<file path="config.mk">
export PLATFORM = sky130hd
export DESIGN_NAME = trng_health_fifo
export DESIGN_NICKNAME = d
export VERILOG_FILES = /design/src/rtl/trng_health_pkg.sv /design/src/rtl/trng_sync_fifo.sv /design/src/rtl/trng_health_fifo.sv
export SDC_FILE = /design/constraint.sdc
export NUM_CORES = 1
export LEC_CHECK = 0
export ABC_AREA = 0
export BUFFER_PORTS_ARGS = -buffer_cell sky130_fd_sc_hd__buf_2
export CAP_MARGIN = 5
export CORE_MARGIN = 2
export CORE_UTILIZATION = 45
export DETAILED_ROUTE_END_ITERATION = 8
export GPL_ROUTABILITY_DRIVEN = 0
export PLACE_DENSITY = 0.66
export SLEW_MARGIN = 20
export SYNTH_ARGS = -nofsm -noshare
export SYNTH_HDL_FRONTEND = slang
export SYNTH_SLANG_ARGS = --single-unit
</file>
<file path="constraint.sdc">
create_clock -name clk -period 7.65 [get_ports clk]
set_input_delay 0.3825 -clock clk [delete_from_list [all_inputs] [get_ports clk]]
set_output_delay 0.3825 -clock clk [all_outputs]
set_load 0.01 [all_outputs]
</file>
<file path="src/rtl/trng_health_pkg.sv">
// Shared constants for the TRNG health-test FIFO: state encodings, default
// cutoffs and a constant clog2 helper.
package trng_health_pkg;

  localparam logic [1:0] ST_OFF     = 2'd0;
  localparam logic [1:0] ST_STARTUP = 2'd1;
  localparam logic [1:0] ST_RUN     = 2'd2;
  localparam logic [1:0] ST_ALARM   = 2'd3;

  localparam int DEF_RCT_CUTOFF    = 4;
  localparam int DEF_APT_WINDOW    = 64;
  localparam int DEF_APT_CUTOFF    = 13;
  localparam int DEF_STARTUP_BYTES = 64;

  function automatic int clog2(input int v);
    int r;
    r = 0;
    while ((1 << r) < v) r = r + 1;
    return r;
  endfunction

endpackage

</file>
<file path="src/rtl/trng_sync_fifo.sv">
// Single-clock show-ahead FIFO with flush; a push on a full FIFO is accepted
// only when a pop happens in the same cycle.
module trng_sync_fifo
  import trng_health_pkg::*;
#(
  parameter int DW    = 8,
  parameter int DEPTH = 16
) (
  input  logic                    clk,
  input  logic                    rst,
  input  logic                    flush,
  input  logic                    push,
  input  logic [DW-1:0]           wdata,
  input  logic                    pop,
  output logic [DW-1:0]           rdata,
  output logic                    full,
  output logic                    empty,
  output logic [clog2(DEPTH):0]   level
);

  localparam int AW = clog2(DEPTH);
  localparam int LW = AW + 1;

  logic [DW-1:0] r_mem [DEPTH];
  logic [AW-1:0] r_wr_ptr, r_rd_ptr;
  logic [LW-1:0] r_level;
  logic          w_push, w_pop;

  assign full   = (r_level == LW'(DEPTH));
  assign empty  = (r_level == '0);
  assign w_pop  = pop & ~empty;
  assign w_push = push & (~full | w_pop);
  assign rdata  = r_mem[r_rd_ptr];
  assign level  = r_level;

  // Memory is reset so the head reads zero out of reset.
  always_ff @(posedge clk or posedge rst) begin
    if (rst) begin
      r_wr_ptr <= '0;
      r_rd_ptr <= '0;
      r_level  <= '0;
      for (int i = 0; i < DEPTH; i++) r_mem[i] <= '0;
    end else if (flush) begin
      r_wr_ptr <= '0;
      r_rd_ptr <= '0;
      r_level  <= '0;
    end else begin
      if (w_push) begin
        r_mem[r_wr_ptr] <= wdata;
        r_wr_ptr        <= r_wr_ptr + 1'b1;
      end
      if (w_pop) r_rd_ptr <= r_rd_ptr + 1'b1;
      r_level <= r_level + LW'(w_push) - LW'(w_pop);
    end
  end

endmodule

</file>
<file path="src/rtl/trng_health_fifo.sv">
// TRNG output stage: RCT/APT online health tests, startup qualification and a
// show-ahead output FIFO. Optional drop counter: TRNG_HEALTH_DROP_CNT_EN.
module trng_health_fifo
  import trng_health_pkg::*;
#(
  parameter int DATA_WIDTH    = 8,
  parameter int FIFO_DEPTH    = 16,
  parameter int RCT_CUTOFF    = DEF_RCT_CUTOFF,
  parameter int APT_WINDOW    = DEF_APT_WINDOW,
  parameter int APT_CUTOFF    = DEF_APT_CUTOFF,
  parameter int STARTUP_BYTES = DEF_STARTUP_BYTES
) (
  input  logic                        clk,
  input  logic                        rst,
  input  logic                        en_i,
  input  logic                        clear_i,
  input  logic                        in_valid_i,
  input  logic [DATA_WIDTH-1:0]       in_data_i,
  output logic                        out_valid_o,
  input  logic                        out_ready_i,
  output logic [DATA_WIDTH-1:0]       out_data_o,
  output logic                        alarm_o,
  output logic                        rct_fail_o,
  output logic                        apt_fail_o,
  output logic                        run_o,
  output logic [clog2(FIFO_DEPTH):0]  level_o
`ifdef TRNG_HEALTH_DROP_CNT_EN
  ,output logic [15:0]                drop_cnt_o
`endif
);

  localparam int RCW = clog2(RCT_CUTOFF + 1);
  localparam int AIW = clog2(APT_WINDOW);
  localparam int ACW = clog2(APT_CUTOFF + 1);
  localparam int SCW = clog2(STARTUP_BYTES + 1);

  logic [1:0]            r_state;
  logic [SCW-1:0]        r_su_cnt;
  logic                  r_alarm, r_rct_fail, r_apt_fail;

  logic                  r_rct_seen;
  logic [DATA_WIDTH-1:0] r_rct_last;
  logic [RCW-1:0]        r_rct_cnt;
  logic [AIW-1:0]        r_apt_idx;
  logic [DATA_WIDTH-1:0] r_apt_ref;
  logic [ACW-1:0]        r_apt_cnt;

  logic                  w_acc, w_test_rst;
  logic [RCW-1:0]        w_rct_next;
  logic [ACW-1:0]        w_apt_next;
  logic                  w_rct_fail, w_apt_fail, w_fail;
  logic                  w_push, w_wr, w_pop, w_flush;
  logic                  w_full, w_empty;
  logic [DATA_WIDTH-1:0] w_rdata;
  logic [clog2(FIFO_DEPTH):0] w_level;

  assign w_acc      = in_valid_i & en_i & ((r_state == ST_STARTUP) | (r_state == ST_RUN));
  assign w_test_rst = ~en_i | (r_state == ST_OFF) | ((r_state == ST_ALARM) & clear_i);

  assign w_rct_next = (r_rct_seen && (in_data_i == r_rct_last)) ? r_rct_cnt + 1'b1 : RCW'(1);
  assign w_apt_next = (r_apt_idx == '0) ? ACW'(1)
                                        : r_apt_cnt + ACW'(in_data_i == r_apt_ref);
  assign w_rct_fail = w_acc & (w_rct_next == RCW'(RCT_CUTOFF));
  assign w_apt_fail = w_acc & (w_apt_next == ACW'(APT_CUTOFF));
  assign w_fail     = w_rct_fail | w_apt_fail;

  // A failing byte is never stored; alarm entry flushes in the same edge.
  assign w_push  = w_acc & (r_state == ST_RUN) & ~w_fail;
  assign w_pop   = out_valid_o & out_ready_i;
  assign w_wr    = w_push & (~w_full | w_pop);
  assign w_flush = ~en_i | w_fail;

  always_ff @(posedge clk or posedge rst) begin
    if (rst) begin
      r_rct_seen <= 1'b0;
      r_rct_last <= '0;
      r_rct_cnt  <= '0;
      r_apt_idx  <= '0;
      r_apt_ref  <= '0;
      r_apt_cnt  <= '0;
    end else if (w_test_rst) begin
      r_rct_seen <= 1'b0;
      r_rct_last <= '0;
      r_rct_cnt  <= '0;
      r_apt_idx  <= '0;
      r_apt_ref  <= '0;
      r_apt_cnt  <= '0;
    end else if (w_acc) begin
      r_rct_seen <= 1'b1;
      r_rct_last <= in_data_i;
      r_rct_cnt  <= w_rct_next;
      r_apt_idx  <= r_apt_idx + 1'b1;
      r_apt_cnt  <= w_apt_next;
      if (r_apt_idx == '0) r_apt_ref <= in_data_i;
    end
  end

  always_ff @(posedge clk or posedge rst) begin
    if (rst) begin
      r_state    <= ST_OFF;
      r_su_cnt   <= '0;
      r_alarm    <= 1'b0;
      r_rct_fail <= 1'b0;
      r_apt_fail <= 1'b0;
    end else if (!en_i) begin
      r_state    <= ST_OFF;
      r_su_cnt   <= '0;
      r_alarm    <= 1'b0;
      r_rct_fail <= 1'b0;
      r_apt_fail <= 1'b0;
    end else begin
      if (w_fail) begin
        r_state    <= ST_ALARM;
        r_alarm    <= 1'b1;
        r_rct_fail <= w_rct_fail;
        r_apt_fail <= w_apt_fail;
      end else begin
        case (r_state)
          ST_OFF: begin
            r_state  <= ST_STARTUP;
            r_su_cnt <= '0;
          end
          ST_STARTUP: if (w_acc) begin
            if (r_su_cnt == SCW'(STARTUP_BYTES - 1)) r_state <= ST_RUN;
            else                                     r_su_cnt <= r_su_cnt + 1'b1;
          end
          ST_ALARM: if (clear_i) begin
            r_state    <= ST_STARTUP;
            r_su_cnt   <= '0;
            r_alarm    <= 1'b0;
            r_rct_fail <= 1'b0;
            r_apt_fail <= 1'b0;
          end
          default: ;
        endcase
      end
    end
  end

  trng_sync_fifo #(.DW(DATA_WIDTH), .DEPTH(FIFO_DEPTH)) u_fifo (
    .clk   (clk),
    .rst   (rst),
    .flush (w_flush),
    .push  (w_wr),
    .wdata (in_data_i),
    .pop   (w_pop),
    .rdata (w_rdata),
    .full  (w_full),
    .empty (w_empty),
    .level (w_level)
  );

  assign run_o       = (r_state == ST_RUN);
  assign out_valid_o = run_o & ~w_empty;
  assign out_data_o  = w_rdata;
  assign level_o     = w_level;
  assign alarm_o     = r_alarm;
  assign rct_fail_o  = r_rct_fail;
  assign apt_fail_o  = r_apt_fail;

`ifdef TRNG_HEALTH_DROP_CNT_EN
  logic [15:0] r_drop_cnt;
  logic        w_drop;

  assign w_drop = w_push & ~w_wr;

  always_ff @(posedge clk or posedge rst) begin
    if (rst)                                         r_drop_cnt <= '0;
    else if (~en_i | ((r_state == ST_ALARM) & clear_i)) r_drop_cnt <= '0;
    else if (w_drop && (r_drop_cnt != 16'hFFFF))     r_drop_cnt <= r_drop_cnt + 1'b1;
  end

  assign drop_cnt_o = r_drop_cnt;
`endif

endmodule

</file>
==> results, run 1 <==
- The leakage power total is 4.68 nW.
- The number of hold buffers added after CTS is 0.
- In the post-synthesis netlist, the biggest area contributors are sky130_fd_sc_hd__dfrtp_1 49%, sky130_fd_sc_hd__mux2_2 16%, sky130_fd_sc_hd__mux4_2 9.7%.
- The area growth from synthesis to layout is 10.2%.
- Static timing analysis puts the maximum clock frequency at 0.248 GHz.
- For the worst setup path, the data required time is 8.00 ns.
- The maximum number of pins on one net before global-route repair is 107.
- The number of hold-slack violations in the final timing report is 0.
- The count of unique library cells instantiated by Yosys is 59.
- The sum of negative setup slack is 0 ns.
- The final routed wire length divided by cell count is 21.2 um.
- Across the run, the number of max-cap violations was 0.
- The post-synthesis instance area is 9280 um2.
- The Yosys step of the flow raised 0 warnings.
- Prior to clock tree synthesis, the placed netlist has a worst setup slack of 3.45 ns.
- The post-detailed-route DRC marker count is 0.
- In this run the worst hold path is classified as primary input to asynchronous set/reset pin.
- Synthesis produced a netlist with a net count of 747.
- The number of H-tree levels is 4.
- The via count of the first global-routing pass is 6012.
- The synthesized design contains 183 register bits.
- IR analysis of the VDD net gives a maximum drop of 177 uV.
- Setup repair after global routing left no endpoint under its margin.
- The post-cts gate resize count is 0.
- For this run, the detailed router's first-pass iteration total came to 4.
- At the end of the flow, the number of nets in the layout was 755.
- The number of standard-cell rows in the floorplan is 52.
- The fraction of registers with async set/reset is 1.00.
- The final setup skew is 0.0103 ns.
- TritonCTS built the clock tree.
- The portion of the post-synthesis area used by sequential elements is 0.494.
- The worst hold margin is 0.163 ns.
- The post-route clock period utilization is 0.528.
- The critical path data arrival time is 4.38 ns.
- In the global route stage, met1 resource usage came out at 0.276.
- The core region is 20200 um2.
- The transition time of the tightest slew-check pin is 0.982 ns.
- The final antenna-violating net count is 0.
- The ratio of routed vias to standard cells is 5.76.
- Of all cell types, the one taking the most synthesized area is sky130_fd_sc_hd__dfrtp_1.
- The average instance area after synthesis is 13.1 um2.
- The first routing iteration left 450 violations.
- The smallest setup slack after layout is 3.61 ns.
- The boundary pin count is 32.
- The floorplan step set the die width to 148 um.
- The origin of the critical flop-to-flop path is r_state[0]$_DFFE_PP0P_.
- The critical path is of the register to register type.
- The CTS buffer count is 17.
- The worst setup path is captured at a register.
- The peak fanout along the critical path is 21.
- The clock transition at the registers of the reported paths is 0.07 ns.
- The routed design has 21300 um of wire.
- The cell count after placement is 970.
- The initial core utilization is 0.459.
- The total setup violations reported at the end of the flow is 0.
- The buffers inserted during post-CTS setup optimization is 0.
- The proportion of netlist area held by the largest area contributor is 0.494.
- The post-detailed-placement half-perimeter wirelength is 13600 um.
- In the synthesized netlist, the number of instances is 711.
- The worst max-slew margin expressed relative to the limit is 0.346.
- The count of pins over their slew limit is 0.
- The most used routing layer in global routing is met2.
- The TritonCTS sink count is 183.
- Detailed routing inserted a total of 5776 vias.
- The launch point of the worst path is r_state[0]$_DFFE_PP0P_.
- No sink is reached through more buffers than the 2 on the longest clock path.
- The first global-routing pass estimated 34400 um of wire.
- For met3 alone, demand over resource in global routing was 0.0457.
- The cell count of the worst reg-to-reg path is 14.
- The total of buffers placed on input and output ports is 31.
- The dominant register cell in the synthesized netlist is sky130_fd_sc_hd__dfrtp_1.
- The time the final worst path needs with I/O delays and setup is 4.04 ns.
- The height of the chip is 148 um.
- The run finished with clean final reports.
- The power per cell area is 202 nW/um2.
- Counting flops with a built-in enable in the synthesized netlist gives 0.
- The clock latency on the worst-skew pair is 0.44 ns.
- In the global route stage, overall resource usage came out at 0.209.
- The launching element type of the critical path is a register.
- Summed over all layers, the global routing overflow is 0.
- The met2 capacity usage during global routing is 0.343.
- The filler-free cell count of the finished design is 1003.
- The die covers 21800 um2.
- The number of antenna violations at the first check in global routing was 2.
- The master cell of the clock root buffer is sky130_fd_sc_hd__clkbuf_16.
- The fraction of layout instances using a drive strength above 1 is 0.363.
final timing paths:
check | endpoint | slack, ns
max | u_fifo.level[4]$_DFF_PP0_ | 3.61
min | r_apt_idx[2]$_DFFE_PP0P_ | 0.16
max reg2reg | u_fifo.level[4]$_DFF_PP0_ | 3.61
min reg2reg | u_fifo.r_mem[79]$_DFFE_PP0P_ | 0.51
max in group asynchronous | u_fifo.r_mem[57]$_DFFE_PP0P_ | 5.93
min in group clk | alarm_o$_DFFE_PP0P_ | 0.30
logic make-up after synthesis:
logic type / after synthesis / share of synthesized area
AOI/OAI and AO/OA: 59 / 0.0411
xor gates and xnor gates: 32 / 0.0302
adders and majority gates: 22 / 0.0305
buffers and inverters: 69 / 0.0324
DFF: 183 / 0.494
muxes: 178 / 0.263
and+or+nand+nor: 168 / 0.109
cell type report:
cell class,instances,area (um2)
Inverter,20,80.1
Multi-Input combinational cell,459,4400
Clock buffer,17,425
Tap cell,270,338
Clock inverter,15,189
Antenna cell,1,2.50
Sequential cell,183,4580
Timing Repair Buffer,38,211
Fill cell,1679,10000
where the power goes:
group | leakage [nW] | total [W] | switching [W] | internal [W]
logic | 1.84 | 0.000183 | 0.000126 | 0.0000566
registers | 2.55 | 0.000988 | 0.00000964 | 0.000978
clock network | 0.289 | 0.000899 | 0.000428 | 0.000471
total | 4.68 | 0.00207 | 0.000563 | 0.00151
cells in the mapped netlist (2+ instances only):
cell type	count
sky130_fd_sc_hd__mux4_2	40
sky130_fd_sc_hd__nand3_1	9
sky130_fd_sc_hd__buf_6	3
sky130_fd_sc_hd__a21o_1	2
sky130_fd_sc_hd__and2_1	3
sky130_fd_sc_hd__inv_1	20
sky130_fd_sc_hd__mux2i_1	10
sky130_fd_sc_hd__o211ai_1	4
sky130_fd_sc_hd__a31oi_1	3
sky130_fd_sc_hd__buf_1	7
sky130_fd_sc_hd__nor4_2	3
sky130_fd_sc_hd__mux2_2	128
sky130_fd_sc_hd__nor4_1	4
sky130_fd_sc_hd__nand2_1	41
sky130_fd_sc_hd__o21ai_0	13
sky130_fd_sc_hd__nand3b_1	2
sky130_fd_sc_hd__xor2_1	10
sky130_fd_sc_hd__nand3_2	6
sky130_fd_sc_hd__dfrtp_1	183
sky130_fd_sc_hd__nand2b_1	4
sky130_fd_sc_hd__o31a_1	2
sky130_fd_sc_hd__a21oi_1	21
sky130_fd_sc_hd__and3_1	7
sky130_fd_sc_hd__nor2_1	39
sky130_fd_sc_hd__or4_1	2
sky130_fd_sc_hd__nand4_1	8
sky130_fd_sc_hd__xnor2_1	22
sky130_fd_sc_hd__ha_1	21
sky130_fd_sc_hd__nand3_4	10
sky130_fd_sc_hd__nand4b_1	2
sky130_fd_sc_hd__buf_2	12
sky130_fd_sc_hd__and4_1	2
sky130_fd_sc_hd__nor3_1	17
sky130_fd_sc_hd__clkbuf_1	26
metal layers:
| layer | vias to the layer above | part of all wire |
|---|---|---|
| met3 | 44 | 0.045 |
| li1 | 2589 | - |
| met5 | - | 0.0013 |
| met1 | 3019 | 0.44 |
| met2 | 120 | 0.50 |
| met4 | 4 | 0.020 |
flip-flops by register name, summed over array words and instances, names as in the netlist:
signal and cells:
alarm_o 1, u_fifo.r_wr_ptr 4, apt_fail_o 1, rct_fail_o 1
r_apt_ref 8, r_su_cnt 7, r_state 2, u_fifo.level 5
r_apt_idx 6, r_rct_seen 1, r_rct_last 8, r_rct_cnt 3
u_fifo.r_rd_ptr 4, u_fifo.r_mem 128, r_apt_cnt 4
critical path, cell delays in order (launching register included):
cell	delay, ns
sky130_fd_sc_hd__dfrtp_1	0.40
sky130_fd_sc_hd__inv_1	0.09
sky130_fd_sc_hd__ha_1	0.35
sky130_fd_sc_hd__nand3_1	0.65
sky130_fd_sc_hd__or4_4	1.00
sky130_fd_sc_hd__nand2_1	0.20
sky130_fd_sc_hd__nor2_1	0.07
sky130_fd_sc_hd__ha_1	0.21
sky130_fd_sc_hd__inv_1	0.08
sky130_fd_sc_hd__fa_1	0.20
sky130_fd_sc_hd__inv_1	0.05
sky130_fd_sc_hd__a21oi_1	0.11
sky130_fd_sc_hd__nor2_1	0.06
sky130_fd_sc_hd__or3_1	0.33
sky130_fd_sc_hd__a21oi_1	0.15
cells in the final DEF (no fill, tap or decap), types with 2 or more instances in the layout:
cell type	count
sky130_fd_sc_hd__nand3b_1	2
sky130_fd_sc_hd__mux2_2	128
sky130_fd_sc_hd__nand2_1	41
sky130_fd_sc_hd__nand2b_1	4
sky130_fd_sc_hd__mux2i_1	10
sky130_fd_sc_hd__clkinv_8	4
sky130_fd_sc_hd__ha_1	21
sky130_fd_sc_hd__nor3_1	17
sky130_fd_sc_hd__xor2_1	10
sky130_fd_sc_hd__a21oi_1	21
sky130_fd_sc_hd__inv_1	19
sky130_fd_sc_hd__inv_8	4
sky130_fd_sc_hd__o21ai_0	13
sky130_fd_sc_hd__and2_1	3
sky130_fd_sc_hd__dfrtp_1	182
sky130_fd_sc_hd__nor2_1	39
sky130_fd_sc_hd__or4_1	2
sky130_fd_sc_hd__and4_1	2
sky130_fd_sc_hd__inv_6	4
sky130_fd_sc_hd__nor4_2	3
sky130_fd_sc_hd__and3_1	7
sky130_fd_sc_hd__a31oi_1	3
sky130_fd_sc_hd__mux4_2	40
sky130_fd_sc_hd__o211ai_1	4
sky130_fd_sc_hd__o31a_1	2
sky130_fd_sc_hd__buf_4	6
sky130_fd_sc_hd__nand3_2	6
sky130_fd_sc_hd__clkinvlp_4	3
sky130_fd_sc_hd__nor4_1	4
sky130_fd_sc_hd__a21o_1	2
sky130_fd_sc_hd__nand3_1	9
sky130_fd_sc_hd__nand4_1	8
sky130_fd_sc_hd__buf_2	31
sky130_fd_sc_hd__xnor2_1	22
sky130_fd_sc_hd__nand4b_1	2
sky130_fd_sc_hd__clkbuf_16	17
sky130_fd_sc_hd__nand3_4	10
per-stage QoR:
step                      power, W   util  area, um2
after floorplan            0.00114      -       9280
after global placement     0.00118  0.474       9600
after detailed placement   0.00119  0.475       9610
after CTS                  0.00208  0.505      10200
after global routing       0.00215  0.505      10200
final                      0.00207  0.505      10200
Power figures use the tool's default switching activity.
==> run 2: changes to the inputs <==
--- a/config.mk
+++ b/config.mk
@@ -12,7 +12,7 @@
 export CORE_UTILIZATION = 45
 export DETAILED_ROUTE_END_ITERATION = 8
 export GPL_ROUTABILITY_DRIVEN = 0
-export PLACE_DENSITY = 0.66
+export PLACE_DENSITY = 0.68
 export SLEW_MARGIN = 20
 export SYNTH_ARGS = -nofsm -noshare
 export SYNTH_HDL_FRONTEND = slang
==> constraint.sdc (replaced) <==
create_clock -name clk -period 3.5 [get_ports clk]
set_input_delay 0.175 -clock clk [delete_from_list [all_inputs] [get_ports clk]]
set_output_delay 0.175 -clock clk [all_outputs]
set_load 0.01 [all_outputs]
==> run 2 against run 1 <==
Power rose by 110%. Via count fell by 0.24%. First-iteration DRC count fell by 14%. Cell count rose by 2.1%. Utilization rose by 0.95 points. Design area rose by 1.9%. Clock power rose by 100%. Sequential share of layout area fell by 0.83 points. Critical endpoint unchanged.
==> results, run 2 (synthesis results as in run 1) <==
- The leakage power total is 4.77 nW.
- In the post-route analysis, the smallest setup slack over all paths is 0.0842 ns.
- The total number of vias is 5762.
- For this run, the total global-route usage over all layers was measured as 0.186.
- Clock-pin slew was measured on the worst setup and hold paths at 0.07 ns.
- The CTS buffer count is 17.
- The worst setup path category is register to register.
- In the layout the commonest cells are 182 x sky130_fd_sc_hd__dfrtp_1, 128 x sky130_fd_sc_hd__mux2_2, 40 x sky130_fd_sc_hd__nand2_1, 40 x sky130_fd_sc_hd__mux4_2, 37 x sky130_fd_sc_hd__nor2_1.
- The capturing element type of the critical path is a register.
- The master cell of the clock root buffer is sky130_fd_sc_hd__clkbuf_16.
- In the final layout, the registers with the most flip-flops are u_fifo.r_mem x128, r_apt_ref x8, r_rct_last x8.
- The launch point of the worst path is r_apt_ref[4]$_DFFE_PP0P_.
- The maximum number of pins on one net before global-route repair is 118.
- The run finished with clean final reports.
- After layout, the minimum clock period comes to 3.42 ns.
- For this block, the initial DRC count from the detailed router was 385.
- The number of search-and-repair iterations in the first detailed-routing pass is 4.
- STA puts the critical path data arrival time at 3.77 ns.
- The die is 148 um wide.
- The routed design has 18900 um of wire.
- The boundary pin count is 32.
- The final setup skew is 0.0193 ns.
- The final routed wire length divided by cell count is 18.5 um.
- The placement-stage cell area is 9740 um2.
- The total inserted antenna cells is 0.
- The cell count of the worst reg-to-reg path is 18.
- The post-layout net count is 777.
- The startpoint identified for the worst register-to-register timing path is r_apt_ref[4]$_DFFE_PP0P_.
- The filler cell count in the final layout is 1689.
- The ratio of routed vias to standard cells is 5.63.
- The CTS tree is done.
- The cell count of the worst hold path is 4.
- The total global routing overflow is 0.
- The register with the most flip-flops is u_fifo.r_mem.
- The tool flagged a number of max-cap violations equal to 0.
- For this design, the sink count on the clock tree is 183.
- The post-detailed-route DRC marker count is 0.
- The number of antenna violations at the first check in global routing is 0.
- The post-route clock period utilization is 0.976.
- Of all nets on the critical path, the largest fanout is 2.
- At the placement stage, the worst setup path has a slack of -0.112 ns.
- Setup repair after global routing could not meet its margin everywhere.
- The number of flip-flops under the largest register name is 128.
- The global-route wire length before repair is 32000 um.
- The type of the tightest min-delay check is primary input to register.
- The total setup violations reported at the end of the flow is 0.
- The count of nets left with antenna violations once routing finished came out at 0.
- Port buffering added 31 buffers.
- The library cell used most frequently in the layout, excluding fill and tap cells, is sky130_fd_sc_hd__dfrtp_1.
- The height of the chip is 148 um.
- The filler-free cell count of the finished design is 1024.
- The clock latency on the worst-skew pair is 0.44 ns.
- The number of hold-slack violations in the final timing report is 0.
- The floorplan has 52 rows.
- The worst IR drop on VDD is 286 uV.
- At the pin with the least slew margin, the transition time is 1.01 ns.
- The count of pins over their slew limit is 0.
- The area growth from synthesis to layout is 12.3%.
- The sum of negative setup slack is 0 ns.
- In this run the standard cell core region covers 20200 um2.
- Of the cells placed in the final design, the portion with a size suffix greater than 1 is 0.397.
- The worst setup path is launched from a register.
- Once placement completed, the tool counted placed cells totaling 983.
- After routing the design area is 10400 um2.
- The die area is 21800 um2.
- Detailed placement ended at an HPWL of 13100 um.
- The startpoint identified for the worst hold timing path is clear_i.
- The via count of the first global-routing pass was 6088.
- The initial core utilization is 0.459.
- In this run the power density over the cells is 420 nW/um2.
- The worst max-slew margin expressed relative to the limit is 0.328.
- The required time at the worst-slack endpoint is 3.85 ns.
- Timing would allow up to 0.293 GHz.
- The H-tree was split into 4 levels.
- The clock passes through at most 2 buffers.
## run 2: worst max-delay path, cell delays in order (launching register included)
cell and delay [ns]:
sky130_fd_sc_hd__dfrtp_1 0.40, sky130_fd_sc_hd__xnor2_1 0.18, sky130_fd_sc_hd__nand4_1 0.11, sky130_fd_sc_hd__nor2_2 0.17
sky130_fd_sc_hd__ha_4 0.17, sky130_fd_sc_hd__buf_4 0.12, sky130_fd_sc_hd__nand3_2 0.09, sky130_fd_sc_hd__xor2_1 0.19
sky130_fd_sc_hd__or4_4 0.56, sky130_fd_sc_hd__nand2_4 0.09, sky130_fd_sc_hd__nor2_2 0.04, sky130_fd_sc_hd__ha_2 0.19
sky130_fd_sc_hd__inv_2 0.05, sky130_fd_sc_hd__fa_2 0.20, sky130_fd_sc_hd__inv_2 0.04, sky130_fd_sc_hd__a21oi_2 0.13
sky130_fd_sc_hd__nor2_1 0.06, sky130_fd_sc_hd__or3_1 0.39, sky130_fd_sc_hd__a21oi_2 0.15
## run 2: layer usage
| layer | track usage | part of all wire | routed length (um) |
|---|---|---|---|
| met5 | 0 | 0 | 0 |
| met3 | 0.0336 | 0.022 | 418 |
| met2 | 0.317 | 0.51 | 9610 |
| met4 | 0.0611 | 0.015 | 285 |
| met1 | 0.244 | 0.46 | 8630 |
## run 2: through the flow
step,utilization,total power (W),hold WS [ns]
after detailed placement,0.481,0.00261,0.331
after global routing,0.515,0.00457,0.135
after floorplan,-,0.00250,0.417
after CTS,0.512,0.00442,0.0833
after global placement,0.481,0.00258,0.325
final,0.515,0.00438,0.104
## run 2: timing repair
action | in CTS | in global routing
hold endpoints to repair | 98 | 0
hold buffers | 1 | 0
endpoints found under the setup margin | 1 | 1
pin swaps | 9 | 15
buffers inserted | 3 | 5
gates resized for setup | 9 | 7
## run 2: path summary, 6_finish.rpt
kind | end | slack, ns
worst max-delay path | u_fifo.level[4]$_DFF_PP0_ | 0.08
worst min-delay path | alarm_o$_DFFE_PP0P_ | 0.10
worst max register to register | u_fifo.level[4]$_DFF_PP0_ | 0.08
worst min register to register | u_fifo.r_mem[71]$_DFFE_PP0P_ | 0.50
max in group asynchronous | u_fifo.r_mem[51]$_DFFE_PP0P_ | 2.52
min in group asynchronous | r_state[1]$_DFFE_PP0P_ | 0.40
## run 2: power breakdown
part           internal [W]  total [W]  switching [W]  leakage (nW)
clock              0.000930    0.00180       0.000872         0.271
sequential          0.00214    0.00216      0.0000216          2.55
combinational      0.000136   0.000418       0.000282          1.94
total               0.00320    0.00438        0.00118          4.77
## run 2: layout make-up
class | instances | area, um2 | share of cell area
clock inverter | 14 | 118 | 0.0113
tap | 270 | 338 | 0.0324
multi-input combinational | 459 | 4460 | 0.428
inverter | 20 | 78.8 | 0.00757
sequential | 183 | 4580 | 0.440
timing repair buffer | 60 | 413 | 0.0396
clock buffer | 18 | 429 | 0.0412
==> run 3: changes to the inputs <==
--- a/config.mk
+++ b/config.mk
@@ -16,4 +16,5 @@
 export SLEW_MARGIN = 20
 export SYNTH_ARGS = -nofsm -noshare
 export SYNTH_HDL_FRONTEND = slang
+export SYNTH_HIERARCHICAL = 1
 export SYNTH_SLANG_ARGS = --single-unit
==> run 3 against run 2 <==
Fmax down 0.58%. Hold slack gained 0.0092 ns. Count of clock-buffer cells in the layout up 1. Combinational power fell by 43%. Design area up 0.23%. Clock skew shrank 0.0099 ns. Clock power rose by 12%. Sequential power barely moved. Global-route usage increased by 1.2 points. Register-to-register slack worse by 0.02 ns.
==> results, run 3 <==
- The capturing element type of the critical path is a register.
- sky130_fd_sc_hd__dfrtp_1 takes more of the synthesized area than any other cell.
- The time the final worst path needs with I/O delays and setup is 3.44 ns.
- Clock latency on the worst-skew pair, taken at its later pin, is 0.43 ns.
- For this configuration, the core starts out at a cell density of 0.458.
- In this run the mean area of a mapped cell was 12.7 um2.
- The DRC violation total after the first TritonRoute iteration is 409.
- The number of hold-slack violations in the final timing report is 0.
- The CTS tree is done.
- The worst setup path category is register to register.
- The floorplan step set the die height to 147 um.
- The worst hold margin is 0.113 ns.
- The library cell used most frequently in the layout, excluding fill and tap cells, is sky130_fd_sc_hd__dfrtp_1.
- Among cell families on the critical path, the largest total delay comes from adder cells.
- The overall power after layout is 0.00437 W.
- The routed layout has 5946 vias.
- The portion of the post-synthesis area used by sequential elements is 0.494.
- The worst max-slew margin expressed relative to the limit is 0.496.
- In this run the cell area of the synthesized design comes to 9260 um2.
- The flow ran to the end, and the final reports show no timing, DRC or antenna violations.
- Yosys mapped a number of flops with a built-in enable equal to 0.
- The boundary pin count is 32.
- In this run, CTS created clock tree buffers numbering 17.
- The clock tree synthesis step divided the H-tree into 4 levels.
- For this run, the slowest stage of the critical path takes 0.40 ns.
- The master cell of the clock root buffer is sky130_fd_sc_hd__clkbuf_16.
- Entering global routing, the biggest net connects 142 pins.
- In the final layout, the share of cells above drive strength 1 is 0.350.
- The critical path goes through xnor2_1 > nand4_1 > nor2_2 > ha_2 > ha_1 > xor2_1 > nand3b_1 > nor4_2 > a21oi_2 > o2111a_1 > o21a_1 > ha_1 > inv_1 > fa_1 > nor2b_1 > o21bai_1 > nand3_1 > nor3b_1.
- For this run, the detailed router's first-pass iteration total came to 5.
- In the final routed layout, each cell accounts on average for 19.7 um.
- In the final timing run, aggregate negative setup slack is 0 ns.
- The total inserted antenna cells is 0.
- The transition time of the tightest slew-check pin is 0.756 ns.
- The clock transition at the registers of the reported paths is 0.07 ns.
- The wire-length estimate of the detail-placed layout is 13800 um.
- Together, buffers and inverters on the worst path number 1.
- For this run, the post-layout net count is 803.
- Once placement finished, the instance area stood at 9770 um2.
- For this run, design rule violations remaining after detail routing come to 0.
- Global routing finished with a remaining overflow of 0.
- The die area is 21700 um2.
- Of the post-synthesis cell area, the dominant cell type holds 0.494.
- Along the worst path, the maximum fanout reaches 3.
- The overall global routing resource usage is 0.198.
- The number of warnings printed during yosys synthesis is 6.
- The detail route stage leaves a number of antenna-violating nets equal to 0.
- The count of buffers added on input and output ports is 31.
- STA classifies the critical path startpoint as a register.
- Setup repair after global routing could not meet its margin everywhere.
- The total area inside the core boundary comes to 20200 um2.
- The worst IR drop on VDD is 240 uV.
- The flip-flop and latch count after synthesis is 183.
- From synthesis to final layout, the design area changed by 12.7%.
- The power per cell area is 419 nW/um2.
- In the final layout, the multi-input gates occupy 4400 um2.
- The cell with the most instances after synthesis is sky130_fd_sc_hd__dfrtp_1.
- The ratio of routed vias to standard cells is 5.66.
- Dividing the final minimum period by the clock period gives 0.982.
- The slowest cell on the critical path is sky130_fd_sc_hd__dfrtp_1.
- In the synthesized netlist the dominant register cell turns out to be sky130_fd_sc_hd__dfrtp_1.
- The filler cell count in the final layout is 1657.
- The x dimension of the die is 147 um.
- The count of pins over their slew limit is 0.
- The number of flip-flops under the largest register name is 128.
- Among the stages of the critical path, the cell type that occurs most often is sky130_fd_sc_hd__ha_1.
- The final setup skew is 0.00935 ns.
- The leakage power total is 4.89 nW.
- Once layout is done, the placed cells without fillers occupy 10400 um2.
- The sequential cells in the finished layout cover a total of 4580 um2.
- The number of standard-cell rows in the floorplan is 52.
- The clock drives 183 sinks.
- The count of unique library cells instantiated by Yosys is 62.
- The via count of the first global-routing pass is 6189.
- The critical path data arrival time is 3.78 ns.
- The number of antenna violations at the first check in global routing is 0.
- The type of the tightest min-delay check is primary input to register.
- The first global-routing pass estimated 33500 um of wire.
- Ranked by total cell area, the synthesized netlist is headed by sky130_fd_sc_hd__dfrtp_1 49%, sky130_fd_sc_hd__mux2_2 14%, sky130_fd_sc_hd__mux2i_1 4.4%.
- Ranked by instance count, the synthesized netlist is headed by 183 x sky130_fd_sc_hd__dfrtp_1, 112 x sky130_fd_sc_hd__mux2_2, 48 x sky130_fd_sc_hd__nand2_1, 41 x sky130_fd_sc_hd__mux2i_1, 28 x sky130_fd_sc_hd__nor2_1.
- The total setup violations reported at the end of the flow is 0.
- Data on the critical path is required at its endpoint by 3.84 ns.
- Max-cap violations in this run came to 0.
- Synthesis produced a netlist with a net count of 763.
- Timing would allow up to 0.291 GHz.
- The final layout contains routed wiring with a total length of 20600 um.
- The gate count of the mapped netlist is 727.
- In the final layout, the registers with the most flip-flops are u_fifo/r_mem x128, r_apt_ref x8, r_rct_last x8.
- The top cell types in the final layout, fill and taps aside, are 182 x sky130_fd_sc_hd__dfrtp_1, 112 x sky130_fd_sc_hd__mux2_2, 48 x sky130_fd_sc_hd__nand2_1, 41 x sky130_fd_sc_hd__mux2i_1.
- u_fifo/r_mem holds more flip-flops than any other register.
- The fraction of registers with async set/reset is 1.00.
- In this run the deepest clock path goes through 2 buffers.
## run 3: cell count changes in the layout (fill, tap and decap cells not counted), sizes merged, moves of 7 or more
cell,change
nand3,-14
a221oi,+16
a22oi,+9
nor2b,+7
mux2i,+31
nor2,-9
nor3,-9
mux4,-24
nand2,+7
## run 3: path summary, 6_finish.rpt
check | to | from | cells past startpoint | slack [ns]
setup / recovery | u_fifo/level[4]$_DFF_PP0_ | r_apt_ref[4]$_DFFE_PP0P_ | 18 | 0.06
max in group asynchronous | u_fifo/r_mem[82]$_DFFE_PP0P_ | rst | 4 | 2.44
setup reg to reg | u_fifo/level[4]$_DFF_PP0_ | r_apt_ref[4]$_DFFE_PP0P_ | 18 | 0.06
hold reg to reg | alarm_o$_DFFE_PP0P_ | alarm_o$_DFFE_PP0P_ | 2 | 0.49
min in group asynchronous | r_su_cnt[0]$_DFFE_PP0P_ | rst | 4 | 0.45
hold / removal | rct_fail_o$_DFFE_PP0P_ | clear_i | 4 | 0.11
## run 3: report_power, final
part / total [W] / switching (W) / internal, W
logic: 0.000238 / 0.000171 / 0.0000676
clock network: 0.00201 / 0.000835 / 0.00117
registers: 0.00213 / 0.00000691 / 0.00212
## run 3: worst register-to-register path, stage by stage, from the launching register on
cell	delay (ns)
sky130_fd_sc_hd__dfrtp_1	0.40
sky130_fd_sc_hd__xnor2_1	0.15
sky130_fd_sc_hd__nand4_1	0.16
sky130_fd_sc_hd__nor2_2	0.16
sky130_fd_sc_hd__ha_2	0.20
sky130_fd_sc_hd__ha_1	0.19
sky130_fd_sc_hd__xor2_1	0.08
sky130_fd_sc_hd__nand3b_1	0.10
sky130_fd_sc_hd__nor4_2	0.07
sky130_fd_sc_hd__a21oi_2	0.21
sky130_fd_sc_hd__o2111a_1	0.27
sky130_fd_sc_hd__o21a_1	0.19
sky130_fd_sc_hd__ha_1	0.20
sky130_fd_sc_hd__inv_1	0.06
sky130_fd_sc_hd__fa_1	0.38
sky130_fd_sc_hd__nor2b_1	0.16
sky130_fd_sc_hd__o21bai_1	0.10
sky130_fd_sc_hd__nand3_1	0.08
sky130_fd_sc_hd__nor3b_1	0.20
## run 3: cells by family (layout without fill, tap and decap cells)
logic type	count (synthesis)	count (layout)	share of synthesized area
mux	186	186	0.247
flops	183	183	0.494
simple gates	154	154	0.101
compound gates	85	85	0.0640
buf+inv	66	119	0.0339
xor+xnor	31	31	0.0293
fa+ha+maj	22	22	0.0305
## run 3: routing by layer
layer / vias to the layer above / part of all wire / global-route usage
met5: - / 0 / 0
met4: 0 / 0.022 / 0.0716
met3: 22 / 0.031 / 0.0281
met2: 127 / 0.49 / 0.328
met1: 3102 / 0.45 / 0.268
li1: 2695 / - / -
## run 3: cell type report
| cell class | instances | share of cell area |
|---|---|---|
| clock inverter | 13 | 0.0161 |
| timing repair buffer | 64 | 0.0400 |
| multi-input combinational | 478 | 0.421 |
| clock buffer | 19 | 0.0434 |
| sequential | 183 | 0.439 |
| inverter | 23 | 0.00863 |
| tap | 270 | 0.0324 |
## run 3: timing repair
item / 4_1_cts / 5_1_grt
buffers inserted: 0 / 2
hold buffers: 1 / 0
gates resized for setup: 0 / 7
hold endpoints to repair: 42 / 0
setup endpoints to repair: 0 / 41
## run 3: per-stage QoR
stage,utilization,cells,worst slack [ns]
final,0.516,1050,0.0643
after global routing,0.516,1050,-0.161
after CTS,0.514,1048,0.0167
after detailed placement,0.483,1015,0.0387
after global placement,0.483,1015,0.214
after floorplan,-,727,0.145
